<file path="src/rtl/itch_pkg.sv">
// Shared ITCH definitions: Add Order byte layout, field record
// and per-type decoder states.
package itch_pkg;

    localparam logic [7:0] MSG_TYPE_ADD_ORDER = 8'h41;
    localparam int ADD_ORDER_LEN = 36;

    localparam int AO_REF_OFF  = 1,  AO_REF_LEN  = 8;
    localparam int AO_SIDE_OFF = 9;
    localparam int AO_SHR_OFF  = 10, AO_SHR_LEN  = 4;
    localparam int AO_PRC_OFF  = 14, AO_PRC_LEN  = 8;
    localparam int AO_TS_OFF   = 22, AO_TS_LEN   = 4;
    localparam int AO_MISC_OFF = 26, AO_MISC_LEN = 8;
    localparam int AO_FIRST    = 1,  AO_LAST     = 33;

    typedef enum logic [1:0] {
        S_IDLE,
        S_ACTIVE,
        S_SKIP
    } dec_state_e;

    typedef struct packed {
        logic [63:0] order_ref;
        logic        side;
        logic [31:0] shares;
        logic [63:0] price;
        logic [31:0] timestamp;
        logic [63:0] misc_data;
    } add_order_t;

    typedef logic [AO_LAST:AO_FIRST][7:0] ao_bytes_t;

    // Multi-byte fields are big-endian: lowest offset is the MSB.
    function automatic add_order_t ao_unpack(input ao_bytes_t b);
        add_order_t r;
        r = '0;
        for (int i = 0; i < AO_REF_LEN; i++)
            r.order_ref[8*(AO_REF_LEN-1-i) +: 8] = b[AO_REF_OFF+i];
        r.side = b[AO_SIDE_OFF][0];
        for (int i = 0; i < AO_SHR_LEN; i++)
            r.shares[8*(AO_SHR_LEN-1-i) +: 8] = b[AO_SHR_OFF+i];
        for (int i = 0; i < AO_PRC_LEN; i++)
            r.price[8*(AO_PRC_LEN-1-i) +: 8] = b[AO_PRC_OFF+i];
        for (int i = 0; i < AO_TS_LEN; i++)
            r.timestamp[8*(AO_TS_LEN-1-i) +: 8] = b[AO_TS_OFF+i];
        for (int i = 0; i < AO_MISC_LEN; i++)
            r.misc_data[8*(AO_MISC_LEN-1-i) +: 8] = b[AO_MISC_OFF+i];
        return r;
    endfunction

endpackage

</file>
<file path="src/rtl/itch_out_reg.sv">
// One-entry valid/ready holding register; commits that find it full
// are dropped and counted with a saturating counter.
module itch_out_reg #(
    parameter int DATA_W     = 8,
    parameter int DROP_CNT_W = 16
) (
    input  logic                  clk,
    input  logic                  rst,
    input  logic                  commit,
    input  logic [DATA_W-1:0]     commit_data,
    input  logic                  out_ready,
    output logic                  out_valid,
    output logic [DATA_W-1:0]     out_data,
    output logic [DROP_CNT_W-1:0] drop_count
);

    logic                  valid_q, valid_d;
    logic [DATA_W-1:0]     data_q, data_d;
    logic [DROP_CNT_W-1:0] drop_q, drop_d;

    always_comb begin
        valid_d = valid_q;
        data_d  = data_q;
        drop_d  = drop_q;
        if (commit && valid_q && !out_ready) begin
            if (drop_q != '1)
                drop_d = drop_q + DROP_CNT_W'(1);
        end else if (commit) begin
            valid_d = 1'b1;
            data_d  = commit_data;
        end else if (valid_q && out_ready) begin
            valid_d = 1'b0;
        end
    end

    always_ff @(posedge clk) begin
        if (rst) begin
            valid_q <= 1'b0;
            data_q  <= '0;
            drop_q  <= '0;
        end else begin
            valid_q <= valid_d;
            data_q  <= data_d;
            drop_q  <= drop_d;
        end
    end

    assign out_valid  = valid_q;
    assign out_data   = data_q;
    assign drop_count = drop_q;

endmodule

</file>
<file path="src/rtl/add_order_decoder_mb.sv">
// Multi-byte ITCH Add Order decoder: speculative type match, on-the-fly
// field capture, end-of-message length check, registered output.
module add_order_decoder_mb
    import itch_pkg::*;
#(
    parameter int         BEAT_BYTES = 4,
    parameter logic [7:0] MSG_TYPE   = MSG_TYPE_ADD_ORDER,
    parameter int         MSG_LENGTH = ADD_ORDER_LEN,
    parameter int         DROP_CNT_W = 16
) (
    input  logic                            clk,
    input  logic                            rst,
    input  logic [8*BEAT_BYTES-1:0]         data_in,
    input  logic                            valid_in,
    input  logic                            sop_in,
    input  logic                            eop_in,
    input  logic [$clog2(BEAT_BYTES+1)-1:0] keep_in,
    input  logic                            out_ready,
    output logic                            out_valid,
    output logic [63:0]                     order_ref,
    output logic                            side,
    output logic [31:0]                     shares,
    output logic [63:0]                     price,
    output logic [31:0]                     timestamp,
    output logic [63:0]                     misc_data,
    output logic                            packet_invalid,
    output logic [DROP_CNT_W-1:0]           drop_count
);

    localparam int CNT_W = $clog2(MSG_LENGTH + 2*BEAT_BYTES + 2);
    localparam logic [CNT_W-1:0] LEN_C = CNT_W'(MSG_LENGTH);
    localparam logic [CNT_W-1:0] SAT_C = CNT_W'(MSG_LENGTH + 1);

    dec_state_e       state_q, state_d;
    logic [CNT_W-1:0] cnt_q, cnt_d;
    ao_bytes_t        shadow_q, shadow_d;
    logic             pulse_q, pulse_d;

    logic             start, cont, match, wr_en, commit;
    logic [CNT_W-1:0] base, eff_keep, sum;
    add_order_t       held;

    always_comb begin
        state_d  = state_q;
        cnt_d    = cnt_q;
        shadow_d = shadow_q;
        pulse_d  = 1'b0;
        commit   = 1'b0;
        wr_en    = 1'b0;
        base     = '0;
        match    = (data_in[7:0] == MSG_TYPE);
        start    = valid_in && sop_in && (state_q != S_SKIP);
        cont     = valid_in && !sop_in && (state_q == S_ACTIVE);
        eff_keep = eop_in ? CNT_W'(keep_in) : CNT_W'(BEAT_BYTES);

        // A sop while ACTIVE abandons the old message but keeps the new beat.
        if (start && state_q == S_ACTIVE)
            pulse_d = 1'b1;

        if (start) begin
            if (match)
                wr_en = 1'b1;
            else
                state_d = eop_in ? S_IDLE : S_SKIP;
        end else if (cont) begin
            wr_en = 1'b1;
            base  = cnt_q;
        end else if (state_q == S_SKIP && valid_in && eop_in) begin
            state_d = S_IDLE;
        end

        sum = base + eff_keep;

        for (int j = AO_FIRST; j <= AO_LAST; j++)
            for (int l = 0; l < BEAT_BYTES; l++)
                if (wr_en && CNT_W'(l) < eff_keep &&
                    base + CNT_W'(l) == CNT_W'(j))
                    shadow_d[j] = data_in[8*l +: 8];

        if (wr_en) begin
            cnt_d = (sum > SAT_C) ? SAT_C : sum;
            if (eop_in) begin
                state_d = S_IDLE;
                cnt_d   = '0;
                if (sum == LEN_C)
                    commit = 1'b1;
                else
                    pulse_d = 1'b1;
            end else if (sum > LEN_C) begin
                state_d = S_SKIP;
                cnt_d   = '0;
                pulse_d = 1'b1;
            end else begin
                state_d = S_ACTIVE;
            end
        end
    end

    always_ff @(posedge clk) begin
        if (rst) begin
            state_q  <= S_IDLE;
            cnt_q    <= '0;
            shadow_q <= '0;
            pulse_q  <= 1'b0;
        end else begin
            state_q  <= state_d;
            cnt_q    <= cnt_d;
            shadow_q <= shadow_d;
            pulse_q  <= pulse_d;
        end
    end

    itch_out_reg #(
        .DATA_W     ($bits(add_order_t)),
        .DROP_CNT_W (DROP_CNT_W)
    ) u_out_reg (
        .clk         (clk),
        .rst         (rst),
        .commit      (commit),
        .commit_data (ao_unpack(shadow_d)),
        .out_ready   (out_ready),
        .out_valid   (out_valid),
        .out_data    (held),
        .drop_count  (drop_count)
    );

    assign order_ref      = held.order_ref;
    assign side           = held.side;
    assign shares         = held.shares;
    assign price          = held.price;
    assign timestamp      = held.timestamp;
    assign misc_data      = held.misc_data;
    assign packet_invalid = pulse_q;

endmodule

</file>
<file path="config.mk">
export PLATFORM = sky130hd
export DESIGN_NAME = add_order_decoder_mb
export DESIGN_NICKNAME = d
export VERILOG_FILES = /design/src/rtl/itch_pkg.sv /design/src/rtl/itch_out_reg.sv /design/src/rtl/add_order_decoder_mb.sv
export SDC_FILE = /design/constraint.sdc
export NUM_CORES = 2
export LEC_CHECK = 0
export BUFFER_PORTS_ARGS = -buffer_cell sky130_fd_sc_hd__buf_4
export CORE_ASPECT_RATIO = 2
export CORE_MARGIN = 3
export CORE_UTILIZATION = 50
export DETAILED_ROUTE_END_ITERATION = 12
export PLACE_DENSITY = 0.72
export SLEW_MARGIN = 40
export SYNTH_ARGS = -nofsm -noshare
export SYNTH_HDL_FRONTEND = slang
export SYNTH_HIERARCHICAL = 1
export SYNTH_SLANG_ARGS = --single-unit
</file>
<file path="constraint.sdc">
create_clock -name clk -period 3.7 [get_ports clk]
set_clock_uncertainty 0.05 [all_clocks]
set_input_delay 0.185 -clock clk [delete_from_list [all_inputs] [get_ports clk]]
set_output_delay 0.185 -clock clk [all_outputs]
set_load 0.02 [all_outputs]
</file>
==> Word level (Yosys, flattened, before mapping) <==
Index checks and enable logic that the tools add are counted.
{ "word_totals": {"elab_cells": 504, "reg_bits": 540, "mem_count": 0, "mem_bits_rw": 0, "latch_bits": 0, "romBits": 0, "input_bits": 41, "out_inout_bits": 275} }
{ "classes": {"reduce_logical": 154, "magnitude_cmp": 6, "multipliers": 0, "n_eq_ne": 140, "shift": 0, "n_mux": 159, "addsub": 5, "div_mod_pow": 0, "bitwise": 1} }
{ "op_table": {"columns": ["operator", "n"], "rows": [
  ["$mux 8", 128],
  ["$eq 6x5->1 const B", 64],
  ["$eq 6x4->1 const B", 32],
  ["$logic_and 1x1->1", 146],
  ["$eq 6x3->1 const B", 16],
  ["$eq 6x6->1 const B", 9],
  ["$eq 6x2->1 const B", 8],
  ["$mux 6", 5],
  ["$eq 6x1->1 const B", 4],
  ["$mux 1", 17],
  ["$add 16x1->16 const B", 1],
  ["$mux 2", 8],
  ["$ne 16x16->1 const B", 1],
  ["$add 6x2->6 const B", 2],
  ["$gt 6x6->1 const B", 2],
  ["$eq 8x7->1 const B", 1],
  ["$add 6x1->6 const B", 1],
  ["$add 6x3->6", 1],
  ["$lt 1x3->1 const A", 2],
  ["$lt 2x3->1 const A", 2],
  ["$ne 3x2->1 const B", 2],
  ["$reduce_and 2->1", 3],
  ["$mux 3", 1],
  ["$reduce_and 3->1", 1],
  ["other kinds (7)", 8]
]} }

==> Longest topological paths before layout <==
{ "logic_depth": {"depth_word": 14, "ltp_mapped": 21, "mapped_depth_nobuf": 14} }

==> Cells and area by module <==
Netlist, hierarchy kept.
{ "modules_own_cells": {"columns": ["module", "cells_per_inst", "seq_area_each_um2", "area_per_inst_um2", "n_inst"], "rows": [
  ["add_order_decoder_mb", 2811, 5325.1, 20838.7, 1],
  ["itch_out_reg", 1218, 5485.3, 9621.7, 1]
]} }

==> Worst setup path before layout <==
No wires, ideal clock.
{ "synth_timing": {"path_type": "reg2reg", "startpoint": "register state_q[1]", "endpoint": "register u_out_reg.drop_q[14], in the netlist u_out_reg/drop_count[14]", "arrival_time_ps": 4034, "setup_ps": 70, "setup_slack_ps": -454, "path_buffers": 4, "required_ps": 3580, "synth_period_minus_slack_ps": 4154, "stages_incl_launch_ff": 18, "cell_sequence": "dfxtp_1 and4bb_1 buf_4 buf_6 buf_4 buf_2 and2_1 ha_1 fa_1 a21oi_1 xnor2_1 a41o_1 nand4_1 nor3_1 and4b_1 nand3_2 or4_1 a21oi_1"} }
{ "synth_via": {"elab_chain_cells": 12, "elab_cells_between_ends": 16, "classes_between": "add/sub (1); eq/ne (3); mux (7); reduce/logical (5)"} }
{ "synth_rtl": {"columns": ["item", "line_no", "text"], "rows": [
  ["start: declaration", "add_order_decoder_mb.sv:34", "dec_state_e state_q, state_d;"],
  ["start signal: assignment", "add_order_decoder_mb.sv:106", "state_q <= state_d;"],
  ["$eq 2x1->1", "add_order_decoder_mb.sv:53", "cont = valid_in && !sop_in && (state_q == S_ACTIVE);"],
  ["$logic_and 1x1->1", "add_order_decoder_mb.sv:53", null],
  ["$mux 6", "add_order_decoder_mb.sv:65", "end else if (cont) begin"],
  ["$mux 6", "add_order_decoder_mb.sv:60", "if (start) begin"],
  ["$add 6x3->6", "add_order_decoder_mb.sv:72", "sum = base + eff_keep;"],
  ["$eq 6x6->1", "add_order_decoder_mb.sv:85", "if (sum == LEN_C)"],
  ["$mux 1", "add_order_decoder_mb.sv:85", null],
  ["$mux 1", "add_order_decoder_mb.sv:82", "if (eop_in) begin"],
  ["$mux 1 (*)", "add_order_decoder_mb.sv:80", "if (wr_en) begin"],
  ["via commit", "add_order_decoder_mb.sv:39", "logic start, cont, match, wr_en, commit;"],
  ["$logic_and 1x1->1 (*) (2 in series)", "itch_out_reg.sv:25", "if (commit && valid_q && !out_ready) begin"],
  ["$reduce_and 2->1 (no source line) (*)", null, null],
  ["end signal: assignment", "itch_out_reg.sv:44", "drop_q <= drop_d;"],
  ["end: declaration", "itch_out_reg.sv:19", "logic [DROP_CNT_W-1:0] drop_q, drop_d;"]
]} }
Mark *: on every way through the listed nets, which the timed path passes. The rest lies on a longest branch.
A chain may end at the register's enable or synchronous reset.

==> metrics.txt <==
capture endpoint of the worst hold path u_out_reg/out_data[211]; top fanout value on the critical path 16; Longest Clk Path Bufs 3; count of flip-flops with a built-in enable after synthesis 0; sequential element share of the synthesized area 0.3549; top cell type's share of synthesized area 0.3549; most used cells in the layout excluding fill and tap cells 832 x sky130_fd_sc_hd__nand2_1, 713 x sky130_fd_sc_hd__buf_4, 538 x sky130_fd_sc_hd__dfxtp_1, 407 x sky130_fd_sc_hd__nor2_1, 327 x sky130_fd_sc_hd__a21oi_1; worst path bufs/invs 2; number of antenna violations at the first check in global routing 1; crit-path leading delay family simple AND/OR/NAND/NOR gates; RR Startpoint state_q[1]; share of async-settable or async-resettable flops after synthesis 0; floorplan die area 64100 sq um; overall power of the completed layout 12200 uW; path depth of the worst reg2reg path 12; number of global-route vias before repair 32372; maximum number of pins on one net before global-route repair 199; synth-to-layout area growth 24.79%; total clock sinks 540; proportion of power drawn by the clock network 0.473; Initial Util 0.5071; hold wc startpoint rst; biggest area consumer among synthesized cells sky130_fd_sc_hd__dfxtp_1; sequential share of power 0.476; final worst path period need 3.586 ns; Post-DP Area 36070 sq um; number of distinct standard cells referenced by the synthesized netlist 101; clock latency on the worst-skew pair 0.62 ns; power density over the cells 320.9 nW/um^2; total wire length after detailed routing 138.5 mm; CP Cell Sequence and4bb_2 > and2_1 > ha_1 > inv_1 > o2111ai_1 > nor3_1 > buf_4 > a221oi_1 > a211oi_1 > nor2_1 > nand2_1 > a21oi_1; gr ovfl total 0; area inside the core boundary 60070 sq um; routed via count 34689; Worst EP arrival 4.02 ns; count of non-filler cells in the finished layout 5280; clock tree root driver cell sky130_fd_sc_hd__clkbuf_16; Sw Pwr 3038 uW; switching part of the total 0.2491; IR drop worst, VDD 0.3250 mV; Worst Path Class, Setup flip-flop to flip-flop; setup repair after global routing missed its margin true; critical path endpoint category flip-flop; final-report hold violation count 0; DR pass1 iterations 8; required time of the worst setup path 4.13 ns; IO Count 316; library cell contributing the largest single delay on the critical path sky130_fd_sc_hd__o2111ai_1; placed insts 5179; number of remaining DRC errors 0; most frequent standard cell in the layout excluding fill and tap cells sky130_fd_sc_hd__nand2_1; clock-pin slew of the registers on the worst-case setup and hold paths 0.07 ns; number of stages on the worst setup path 12; dominant synthesized flop cell sky130_fd_sc_hd__dfxtp_1; die width 180.5 microns; synthesized netlist cell count 4029; Setup-failing EPs final 0; cell area after synthesis 30460 sq um; count of cells along the worst hold path 2; destination of the worst register-to-register timing path u_out_reg/out_data[85]; reported leakage power 0.01556 uW; DRC marker count from the first detailed-route iteration 4323; fraction of layout instances using a drive strength above 1 0.2213; maximum clock rate 278.8 MHz; path category of the worst min-delay check input port to flip-flop; register bit count reported by yosys 540; maximum single-stage delay on the critical path 0.53 ns; Final Instance Area 38010 sq um; total global-route track usage 0.4058; share of total power in combinational logic 0.051; height of the die 355.1 microns; PortBufs 315; cell-internal power 9158 uW; diode count 0; worst slew pin tran 1.001 ns; final weighted congestion in routability-driven placement 1.074; first-pass GRT wire length 201.5 mm; worst slack at placement 0.1220 ns; mean area per synthesized cell 7.560 sq um; detailed placement HPWL 90.78 mm; vias per std cell 6.570; number of standard-cell rows in the floorplan 127; Post-DRT Antenna Nets 0; number of max-capacitance violations reported 0; cts bufs inserted 50; Synth warnings 6; Worst slew margin 0.3320; outcome complete, no violations; critical path launch point type flip-flop; largest cells by area after synthesis sky130_fd_sc_hd__dfxtp_1 35%, sky130_fd_sc_hd__nand2_1 10%, sky130_fd_sc_hd__mux2i_1 7.4%; fin crit share 0.9693; Max Slew Vio Count 0; per-cell routed wire length 26.24 microns; slack of the worst reg-to-reg path 0.11 ns; syn nets 4077; Clock H-tree levels 2; worst-case setup margin in the final layout 0.1138 ns; layout net count 4514; clock tree from TritonCTS yes
## stage by stage
stage	util	hold slack [ns]	TNS, ns
floorplan	-	0.3377	-0.05552
global placement	0.6001	0.3926	0
detailed placement	0.6005	0.3972	0
CTS	0.6312	0.001766	0
global route	0.6328	0.03334	-0.004091
finish	0.6328	0.01601	0
## worst register-to-register path, stage by stage (launching register included)
cell,delay (ns)
sky130_fd_sc_hd__dfxtp_2,0.37
sky130_fd_sc_hd__and4bb_2,0.28
sky130_fd_sc_hd__and2_1,0.20
sky130_fd_sc_hd__ha_1,0.48
sky130_fd_sc_hd__inv_1,0.26
sky130_fd_sc_hd__o2111ai_1,0.54
sky130_fd_sc_hd__nor3_1,0.34
sky130_fd_sc_hd__buf_4,0.27
sky130_fd_sc_hd__a221oi_1,0.08
sky130_fd_sc_hd__a211oi_1,0.30
sky130_fd_sc_hd__nor2_1,0.16
sky130_fd_sc_hd__nand2_1,0.11
sky130_fd_sc_hd__a21oi_1,0.06
## power groups by stage
stage | sequential, uW | clock [uW] | combinational, uW
2_1_floorplan | 5940 | 0 | 248
3_3_place_gp | 5940 | 0 | 563
3_5_place_dp | 5940 | 0 | 567
4_1_cts | 5810 | 5800 | 571
5_1_grt | 5810 | 6020 | 600
6_report | 5810 | 5760 | 623
## metal layers
| metal | vias to the layer above | track usage | wire length (microns) |
|---|---|---|---|
| met3 | 779 | 0.08785 | 15040 |
| met5 | - | 0 | 0 |
| met4 | 0 | 0.3315 | 14080 |
| met1 | 16118 | 0.4622 | 47570 |
| li1 | 15352 | - | - |
| met2 | 2440 | 0.6511 | 61830 |
## registers in the layout, summed over array words and instances (netlist names)
name and count:
packet_invalid 1, u_out_reg/drop_count 16, cnt_q 6, state_q 2, u_out_reg/out_data 257, shadow_q 257, u_out_reg/out_valid 1
## cells in the mapped netlist (7+ instances only)
cell type and count:
sky130_fd_sc_hd__buf_4 12, sky130_fd_sc_hd__a211o_1 12, sky130_fd_sc_hd__o31ai_1 7, sky130_fd_sc_hd__nor2b_1 11, sky130_fd_sc_hd__a221o_1 28, sky130_fd_sc_hd__nor2_2 8, sky130_fd_sc_hd__buf_1 15, sky130_fd_sc_hd__a221oi_1 16
sky130_fd_sc_hd__or2_2 8, sky130_fd_sc_hd__o21a_1 12, sky130_fd_sc_hd__buf_2 50, sky130_fd_sc_hd__nor4_1 38, sky130_fd_sc_hd__and4_1 8, sky130_fd_sc_hd__nor2_1 409, sky130_fd_sc_hd__mux2i_1 225, sky130_fd_sc_hd__a31oi_1 88
sky130_fd_sc_hd__a211oi_1 151, sky130_fd_sc_hd__dfxtp_1 540, sky130_fd_sc_hd__or3_1 22, sky130_fd_sc_hd__buf_6 9, sky130_fd_sc_hd__nand3_1 85, sky130_fd_sc_hd__nor3_1 194, sky130_fd_sc_hd__o21ai_1 12, sky130_fd_sc_hd__a21oi_1 328
sky130_fd_sc_hd__a311oi_1 69, sky130_fd_sc_hd__nand2b_1 18, sky130_fd_sc_hd__o22ai_1 8, sky130_fd_sc_hd__o41ai_1 15, sky130_fd_sc_hd__o32ai_1 18, sky130_fd_sc_hd__nor3_2 17, sky130_fd_sc_hd__inv_1 10, sky130_fd_sc_hd__o21ai_0 31
sky130_fd_sc_hd__clkbuf_1 287, sky130_fd_sc_hd__o211ai_1 93, sky130_fd_sc_hd__nor4_2 7, sky130_fd_sc_hd__a21o_1 13, sky130_fd_sc_hd__and2_1 69, sky130_fd_sc_hd__a22oi_1 9, sky130_fd_sc_hd__nand4_1 27, sky130_fd_sc_hd__and3_1 35
sky130_fd_sc_hd__o22a_1 8, sky130_fd_sc_hd__nand2_1 836, sky130_fd_sc_hd__mux2_2 36
## layout make-up
class / count / area (sq um)
multi-input combinational: 3102 / 18150
fill: 5404 / 22050
inverter: 12 / 45.04
clock inverter: 29 / 390.4
tap: 774 / 968.4
sequential: 540 / 10810
timing repair buffer: 760 / 6245
clock buffer: 63 / 1401
## worst max-delay path by stage
stage,slack [ns],from,end
2_1_floorplan,-0.02,state_q[1],u_out_reg/drop_count[10]
3_3_place_gp,0.12,sop_in,u_out_reg/out_data[104]
3_5_place_dp,0.12,state_q[1],u_out_reg/out_data[106]
4_1_cts,0.11,state_q[1],u_out_reg/out_data[106]
5_1_grt,-0.004,state_q[1],u_out_reg/out_data[81]
6_report,0.11,state_q[1],u_out_reg/out_data[85]
## cell families after synthesis
group	synth area share
buf+inv	0.05352
fa+ha+maj	0.003122
xor+xnor	0.003492
mux	0.08823
compound gates	0.2168
flops	0.3549
simple gates	0.2799
## what timing repair did
action                                  CTS  global route
setup buffers                             0             3
endpoints found under the setup margin    0            32
hold endpoints to repair                  4             0
hold buffers                              5             0
resized for setup                         0             8
Power figures use the tool's default switching activity.
